## config.mk

```make
export PLATFORM = sky130hd
export DESIGN_NAME = two_bit_multiplier_flat
export DESIGN_NICKNAME = d
export VERILOG_FILES = /design/src/rtl/two_bit_multiplier_if.sv /design/src/rtl/two_bit_multiplier.sv /design/src/flat_wrapper.sv
export SDC_FILE = /design/constraint.sdc
export NUM_CORES = 1
export LEC_CHECK = 0
export ABC_AREA = 0
export BUFFER_PORTS_ARGS = -buffer_cell sky130_fd_sc_hd__buf_2
export CORE_AREA = 4 4 41 43
export DETAILED_ROUTE_END_ITERATION = 8
export DIE_AREA = 0 0 45 47
export GPL_TIMING_DRIVEN = 0
export SETUP_SLACK_MARGIN = 0.4
export SLEW_MARGIN = 10
export SYNTH_ARGS = -nofsm -noshare
export SYNTH_HDL_FRONTEND = slang
export SYNTH_SLANG_ARGS = --single-unit
```

## constraint.sdc

```tcl
create_clock -name clk -period 2 [get_ports clk]
set_input_delay 0.4 -clock clk [delete_from_list [all_inputs] [get_ports clk]]
set_output_delay 0.4 -clock clk [all_outputs]
set_load 0.02 [all_outputs]
```

## src/rtl/two_bit_multiplier_if.sv

```systemverilog
// two_bit_multiplier_if: operand/product bus of the 2x2 multiplier cell
//   in_valid  - qualifies a and b on the sampling edge
//   a, b      - unsigned 2-bit operands
//   out       - registered 4-bit product
//   out_valid - one-cycle flag marking a new product on out
interface two_bit_multiplier_if;
    logic       in_valid;
    logic [1:0] a;
    logic [1:0] b;
    logic [3:0] out;
    logic       out_valid;
    modport master (output in_valid, a, b, input out, out_valid);
    modport slave (input in_valid, a, b, output out, out_valid);
endinterface

```

## src/rtl/two_bit_multiplier.sv

```systemverilog
// two_bit_multiplier: gate-level unsigned 2x2 multiplier with a registered, valid-flagged product
//   clk - rising-edge clock
//   rst - synchronous active-high reset
//   bus - slave side of two_bit_multiplier_if (in_valid, a, b in; out, out_valid out)
module two_bit_multiplier (
    input logic                  clk,
    input logic                  rst,
    two_bit_multiplier_if.slave  bus
);
    logic       p00, p10, p01, p11;
    logic       s1, c1, s2, c2;
    logic [3:0] prod;
    logic [3:0] out_q, out_d;
    logic       out_valid_q, out_valid_d;
    assign p00  = bus.a[0] & bus.b[0];
    assign p10  = bus.a[1] & bus.b[0];
    assign p01  = bus.a[0] & bus.b[1];
    assign p11  = bus.a[1] & bus.b[1];
    assign s1   = p10 ^ p01;
    assign c1   = p10 & p01;
    // c1 ripples into the second half adder to form bits 2 and 3
    assign s2   = p11 ^ c1;
    assign c2   = p11 & c1;
    assign prod = {c2, s2, s1, p00};
    // The mux select keeps an idle (possibly X) operand bus away from the register
    always_comb begin
        out_d       = bus.in_valid ? prod : out_q;
        out_valid_d = bus.in_valid;
    end
    always_ff @(posedge clk) begin
        if (rst) begin
            out_q       <= 4'b0000;
            out_valid_q <= 1'b0;
        end else begin
            out_q       <= out_d;
            out_valid_q <= out_valid_d;
        end
    end
    assign bus.out       = out_q;
    assign bus.out_valid = out_valid_q;
endmodule

```

## src/flat_wrapper.sv

```systemverilog
// flat-port wrapper written by rule: the top's interface ports become plain ports
module two_bit_multiplier_flat 
  (clk, rst, bus_in_valid, bus_a, bus_b, bus_out, bus_out_valid);
  two_bit_multiplier_if bus_i ();
  input logic clk;
  input logic rst;
  input wire logic [$bits(bus_i.in_valid)-1:0] bus_in_valid;
  input wire logic [$bits(bus_i.a)-1:0] bus_a;
  input wire logic [$bits(bus_i.b)-1:0] bus_b;
  output wire logic [$bits(bus_i.out)-1:0] bus_out;
  output wire logic [$bits(bus_i.out_valid)-1:0] bus_out_valid;
  assign bus_i.in_valid = bus_in_valid;
  assign bus_i.a = bus_a;
  assign bus_i.b = bus_b;
  assign bus_out = bus_i.out;
  assign bus_out_valid = bus_i.out_valid;
  two_bit_multiplier u_core (.clk(clk), .rst(rst), .bus(bus_i));
endmodule
```

## Word-level counts from Yosys, hierarchy flattened

Cells that the tools add are included.

- Flip-flop bits (word level): 5
- Input bits: 7
- Output and inout port bits: 5
- Logic and storage cells: 10

- Bitwise gates (word level): 8

Operators with widths:

| cell | count |
|---|---|
| $and A1 B1 Y1 | 6 |
| $xor A1 B1 Y1 | 2 |

## Depth between registers and ports, before layout

Gate-level depths: netlist (run 1).

- Word-level depth: 3
- Mapped depth: 5
- Depth with buffers taken out: 5

## Worst setup path after synthesis (run 1)

No wires, ideal clock.

- Path type: in2reg
- From: input port bus_b[0]
- To: register u_core.out_q[2], in the netlist u_core.bus.out[2]
- Library setup time: 0.114 ns
- Arrival time: 1.142 ns
- Required time: 1.886 ns
- Path slack: 0.744 ns
- Cell stages on the path: 5
- Buffers on the path: 0
- Path through: and2_1 ha_1 ha_1 mux2i_1 nor2_1

- Word-level cells in the longest chain between the ends: 3

RTL lines:

| item | RTL line | text |
|---|---|---|
| start, declared | flat_wrapper.sv:9 | `input wire logic [$bits(bus_i.b)-1:0] bus_b;` |
| $and A1 B1 Y1 | two_bit_multiplier.sv:16 | `assign p10 = bus.a[1] & bus.b[0];` |
| $and A1 B1 Y1 | two_bit_multiplier.sv:20 | `assign c1 = p10 & p01;` |
| $xor A1 B1 Y1 | two_bit_multiplier.sv:22 | `assign s2 = p11 ^ c1;` |
| named net u_core.s2 | two_bit_multiplier.sv:11 | `logic s1, c1, s2, c2;` |
| end signal, assigned | two_bit_multiplier.sv:35 | `out_q <= out_d;` |
| end, declared | two_bit_multiplier.sv:13 | `logic [3:0] out_q, out_d;` |

The timed path passes the listed nets, and every way through them passes these cells.
A chain may end at the register's enable or synchronous reset.

## Worst setup path in the final report (run 1)

- From: register u_core.out_q[0], in the netlist u_core.bus.out[0]
- To: output port bus_out[0]

RTL lines:

| item | RTL line | text |
|---|---|---|
| end, declared | flat_wrapper.sv:10 | `output wire logic [$bits(bus_i.out)-1:0] bus_out;` |

No word-level cell between the ends.

==> results by group, run 1 <==
Status
  • Status: complete, no violations

Setup path
  • CP arrival: 0.78 ns
  • CP bufs+invs: 1
  • Worst-path fanout max: 2
  • Startpoint type of the worst setup path: flip-flop
  • Delay-heaviest family, CP: flip-flops
  • Critical Path End: bus_out[0]
  • Required time worst endpoint: 1.60 ns
  • Slowest stage delay, CP: 0.36 ns
  • Critical path depth: 1
  • FF-to-FF path depth: 2
  • Crit path cell chain: buf_2
  • Worst setup path category: flip-flop to output pin
  • R2R Path Start: u_core.bus.out[1]
  • RR Endpoint: u_core.bus.out[1]
  • CP Capture Type: output pin
  • CP startpoint: u_core.bus.out[0]
  • R2R setup slack: 1.42 ns
  • Slowest CP cell: dfxtp_1

Yosys
  • Yosys top cell area share: 43.48%
  • Post-synthesis adder-cell area fraction: 10.87%
  • Mux cell area share after synthesis: 13.04%
  • Avg Cell Area, Syn: 10.96 um^2
  • Cells after Synth: 21
  • Main combinational cell family by area after synthesis: simple AND/OR/NAND/NOR gates
  • Synth area leaders: dfxtp_1, mux2i_1, ha_1
  • Post-synthesis xor/xnor area fraction: 0%
  • Simple-gate portion of the synthesized area: 23.91%
  • Post-Synthesis Cell Area: 230.2 um^2
  • Synth warn: 0
  • Synth Area in Compound Gates: 3.804%
  • Synth unique cells: 10
  • FF+latch count, synth: 5
  • Sequential element share of the synthesized area: 43.48%
  • Syn nets: 30
  • Leading area contributor after synthesis: dfxtp_1

Floorplan
  • Row cnt: 13
  • Die area: 0.002115 mm^2
  • Initial Utilization: 17.69%
  • DIE WIDTH: 45 um
  • Core area: 0.001301 mm^2
  • Boundary Pins: 12
  • Die Ht: 47 um

Min path
  • HP Class: primary input to flip-flop

Global routing
  • Vias in the first global route: 177
  • Overall routing resource usage: 6.092%
  • Overflow after GRT: 0
  • First-pass GRT wire length: 759 um
  • Initial antenna violation count: 0
  • Largest net degree at the start of global routing: 7

Clocking
  • Clock sink count: 5
  • CTS Buf Count: 3
  • CTS hold repair buffers: 0
  • CTS root buf: clkbuf_4
  • CTS tree: done
  • Clock Pin Slew Worst Setup and Hold Paths: 0.04 ns
  • H-tree depth: 1
  • # resized after CTS: 0
  • Insertion delay to the later sink of the worst-skew pair: 0.24 ns
  • Maximum clock insertion buffer count: 2
  • Post-CTS Setup Bufs: 0

Pwr
  • Leakage: 0.0001689 uW
  • Maximum vdd drop: 0.2331 mV
  • Power Density: 789.7 mW/mm^2

Route
  • Drt first pass iters: 2
  • Detail Route Antenna Nets: 0
  • DRT iter0 DRCs: 2
  • DRT Wirelength: 473 um
  • Vias: 185
  • Drt drc: 0
  • Vias/cell: 3.700
  • Routed WL per cell: 9.460 um

Timing
  • Fin. Hold Viols: 0
  • Slew Viols, Final: 0
  • Final Cycle Share: 59.03%
  • Final min period: 1.181 ns
  • TNS Setup: 0 ns
  • Final Setup Violations: 0
  • Slew margin rel.: 91.79%
  • Slew at the pin closest to its max-slew limit: 0.1197 ns
  • Fmax: 847.0 MHz
  • Setup Skew: 0 ns
  • RSZ-0062 raised after global routing: no

Final layout
  • Area Overhead vs Synth: 41.30%
  • Fraction of layout instances using a drive strength above 1: 45.71%
  • Final Instance Area: 325.3 um^2
  • Antenna diode count: 0
  • Total Nets Final: 45

Placement
  • Port Buffers: 10
  • Cell Area, Placed: 299.0 um^2
  • Final RePlAce weighted congestion: 0.6780

Run
  • Max-Cap Viols: 0
[cell usage after synthesis (all sizes together)]
cell type  n
a21oi      1
nor2b      1
ha         2
and2       3
buf        1
nand2b     1
mux2i      3
nand3      1
dfxtp      5
nor2       3
[worst min path at each step]
| stage | cells after the start | end | from | slack [ns] |
|---|---|---|---|---|
| 2_1_floorplan | 1 | u_core.bus.out[0] | rst | 0.46 |
| 4_1_cts | 2 | u_core.bus.out[0] | rst | 0.36 |
| 3_3_place_gp | 2 | u_core.bus.out[0] | u_core.bus.out[0] | 0.47 |
| 3_5_place_dp | 2 | u_core.bus.out[0] | u_core.bus.out[0] | 0.47 |
| 5_1_grt | 2 | u_core.bus.out[0] | rst | 0.36 |
| 6_report | 2 | u_core.bus.out[0] | rst | 0.38 |
[registers in the layout (all words and copies together), names as in the netlist]
signal,flops
u_core.bus.out_valid,1
u_core.bus.out,4
[power breakdown]
group / internal, uW / total, uW / leakage, uW / switching (uW)
Clock: 75.5 / 118 / 0.0000150 / 42.5
Combinational: 16.2 / 32.6 / 0.000113 / 16.4
Sequential: 104 / 106 / 0.0000409 / 1.93
Total: 196 / 257 / 0.000169 / 60.8
[cell families (layout without fill, tap and decap cells)]
group / after synthesis / count (layout)
buffers and inverters: 1 / 15
adder cells (fa/ha/maj): 2 / 2
AND/OR/NAND/NOR: 9 / 9
multiplexers: 3 / 3
AO/OA/AOI/OAI: 1 / 1
flip-flops: 5 / 5
[placed cells by master, fill, tap and decap left out, types with 2 or more instances in the layout]
| cell | instances |
|---|---|
| buf_2 | 10 |
| dfxtp_1 | 5 |
| and2_1 | 3 |
| mux2i_1 | 3 |
| nor2_1 | 3 |
| clkbuf_4 | 3 |
| ha_1 | 2 |
[layout make-up]
type | instances | area [um^2]
flip-flops and latches | 5 | 100.1
fillers | 156 | 975.9
multi-input cells | 15 | 118.9
well taps | 15 | 18.77
repair buffers | 10 | 50.05
clock buffers | 4 | 26.28
plain buffers | 1 | 11.26
[layer usage]
layer  wire length (um)  GRT usage [%]  vias up
met2                226          7.627        6
li1                   -              -       98
met4                  8          7.018        0
met3                 46          6.513        2
met5                  0              0        -
met1                191          4.795       79
[per-stage QoR]
step           hold WS [ns]  total power [uW]  utilization [%]  setup slack (ns)  std cells
6_report             0.3752             256.9            25.00            0.8194         50
3_3_place_gp         0.4672             141.0            22.98            0.5902         46
4_1_cts              0.3632             267.4            25.00            0.8000         50
5_1_grt              0.3643             279.2            25.00            0.7752         50
2_1_floorplan        0.4624             128.6                -            0.7439         21
3_5_place_dp         0.4685             141.1            22.98            0.5912         46
No activity file was read; power rests on OpenSTA's default activity.
==> run 2: changes to the inputs <==
Clock period 2 ns to 1.2 ns, I/O delays scaled along.
==> run 2 against run 1 <==
Compared with the run above:
- core utilization increased by 7.2 points
- non-clock buffer count up 1
- sequential cell count is the same
- clock power is 64% higher
- combinational power increased by 150%
- routed wire length increased by 15%
- count of clock-buffer cells in the layout unchanged
- worst setup slack worse by 0.55 ns
- total power increased by 77%
- via count rose by 4.3%
- clock skew unchanged
==> results by group, run 2 (same netlist as run 1, synthesis figures left out) <==
Status
  • Status: complete, no violations

Route
  • Vias: 193
  • Drt first pass iters: 1
  • Drt drc: 0
  • Vias/cell: 3.784
  • Routed WL per cell: 10.65 um
  • DRT Wirelength: 543 um
  • Routed wl met2: 199 um
  • Detail Route Antenna Nets: 0
  • M1 WL: 263 um
  • Metal3 WL: 80 um
  • DRT iter0 DRCs: 0
  • Uppermost layer routed: met3

Final layout
  • Fraction of layout instances using a drive strength above 1: 72.22%
  • Max FFs per register: 4
  • Multi-input gate area: 148.9 um^2
  • Area Overhead vs Synth: 82.07%
  • Antenna diode count: 0
  • Seq. cell area: 106.4 um^2
  • Most frequent cells in the layout: buf_6, dfxtp_2, mux2i_1, nor2_1, clkbuf_4
  • Fillcell total: 150
  • Total Nets Final: 46
  • Commonest non-fill, non-tap cell in the layout: buf_6

Setup path
  • Crit path cell chain: buf_6
  • Required time worst endpoint: 0.96 ns
  • Delay-heaviest family, CP: flip-flops
  • Slowest CP cell: dfxtp_2
  • CP Capture Type: output pin
  • CP bufs+invs: 1
  • CP arrival: 0.69 ns
  • Slowest stage delay, CP: 0.33 ns
  • Startpoint type of the worst setup path: flip-flop
  • Worst setup path category: flip-flop to output pin
  • Worst-path fanout max: 2

Clocking
  • CTS Buf Count: 3
  • Clock Pin Slew Worst Setup and Hold Paths: 0.04 ns
  • Clock sink count: 5
  • CTS tree: done
  • CTS root buf: clkbuf_4
  • Insertion delay to the later sink of the worst-skew pair: 0.24 ns
  • H-tree depth: 1
  • Maximum clock insertion buffer count: 2

Placement
  • DP HPWL: 374.7 um
  • Port Buffers: 10
  • Final RePlAce weighted congestion: 0.6552

Global routing
  • Overall routing resource usage: 6.398%
  • Initial antenna violation count: 0
  • Vias in the first global route: 205
  • Largest net degree at the start of global routing: 7
  • First-pass GRT wire length: 890 um
  • Overflow after GRT: 0

Timing
  • Slew margin rel.: 91.90%
  • Fmax: 1079 MHz
  • Final Setup Violations: 0
  • Final Cycle Share: 77.21%
  • Slew at the pin closest to its max-slew limit: 0.1181 ns
  • RSZ-0062 raised after global routing: yes
  • Hold slack: 0.2143 ns
  • Setup Skew: 0 ns
  • Slew Viols, Final: 0
  • Final min period: 0.9266 ns
  • TNS Setup: 0 ns
  • Fin. Hold Viols: 0

Min path
  • HP Class: primary input to flip-flop

Floorplan
  • Row cnt: 13
  • Initial Utilization: 17.69%
  • Die area: 0.002115 mm^2
  • Die Ht: 47 um
  • DIE WIDTH: 45 um
  • Core area: 0.001301 mm^2
  • Boundary Pins: 12

Pwr
  • Maximum vdd drop: 0.3226 mV
  • Leakage: 0.0001870 uW
  • Power Density: 1083 mW/mm^2

Run
  • Max-Cap Viols: 0
run 2: final timing paths:
path,end,start,slack (ns),cells past startpoint
setup / recovery,bus_out[1],u_core.bus.out[1],0.27,1
hold / removal,u_core.bus.out[0],rst,0.21,2
setup reg to reg,u_core.bus.out[0],u_core.bus.out[0],0.54,3
hold reg to reg,u_core.bus.out[2],u_core.bus.out[2],0.50,2
run 2: metrics by stage:
stage | setup slack (ns) | total power [uW] | util [%] | instance area [um^2] | cells
floorplan | 0.1628 | 221.9 | - | 260.3 | 21
global placement | 0.02574 | 244.7 | 25.29 | 329.1 | 46
detailed placement | 0.02312 | 245.2 | 25.29 | 329.1 | 46
CTS | 0.2607 | 463.9 | 32.21 | 419.2 | 51
global route | 0.2418 | 479.9 | 32.21 | 419.2 | 51
finish | 0.2734 | 453.9 | 32.21 | 419.2 | 51
run 2: power by group:
group	internal, uW	switching (uW)
sequential	175	4.95
combinational	47.7	32.5
clock	126	67.7
run 2: area by class of cell:
type	instances	area share (%)
well taps	15	4.478
repair buffers	11	25.67
clock buffers	4	6.269
flip-flops and latches	5	25.37
multi-input cells	15	35.52
plain buffers	1	2.687
run 2: worst register-to-register path, cell delays in order, from the launching register on:
cell and delay (ns):
dfxtp_2 0.33, buf_4 0.11, nand2b_4 0.05, a21oi_2 0.11
run 2: timing repair:
| item | in CTS | in global routing |
|---|---|---|
| hold buffers | 0 | 0 |
| buffers inserted | 1 | 0 |
| endpoints found under the setup margin | 7 | 7 |
| pin swaps | 5 | 1 |
| gates resized for setup | 18 | 0 |
run 2: layer usage:
layer | vias to the layer above | global-route usage, %
met2 | 12 | 6.780
li1 | 98 | -
met4 | 0 | 5.263
met1 | 83 | 8.182
met3 | 0 | 4.598
met5 | - | 0
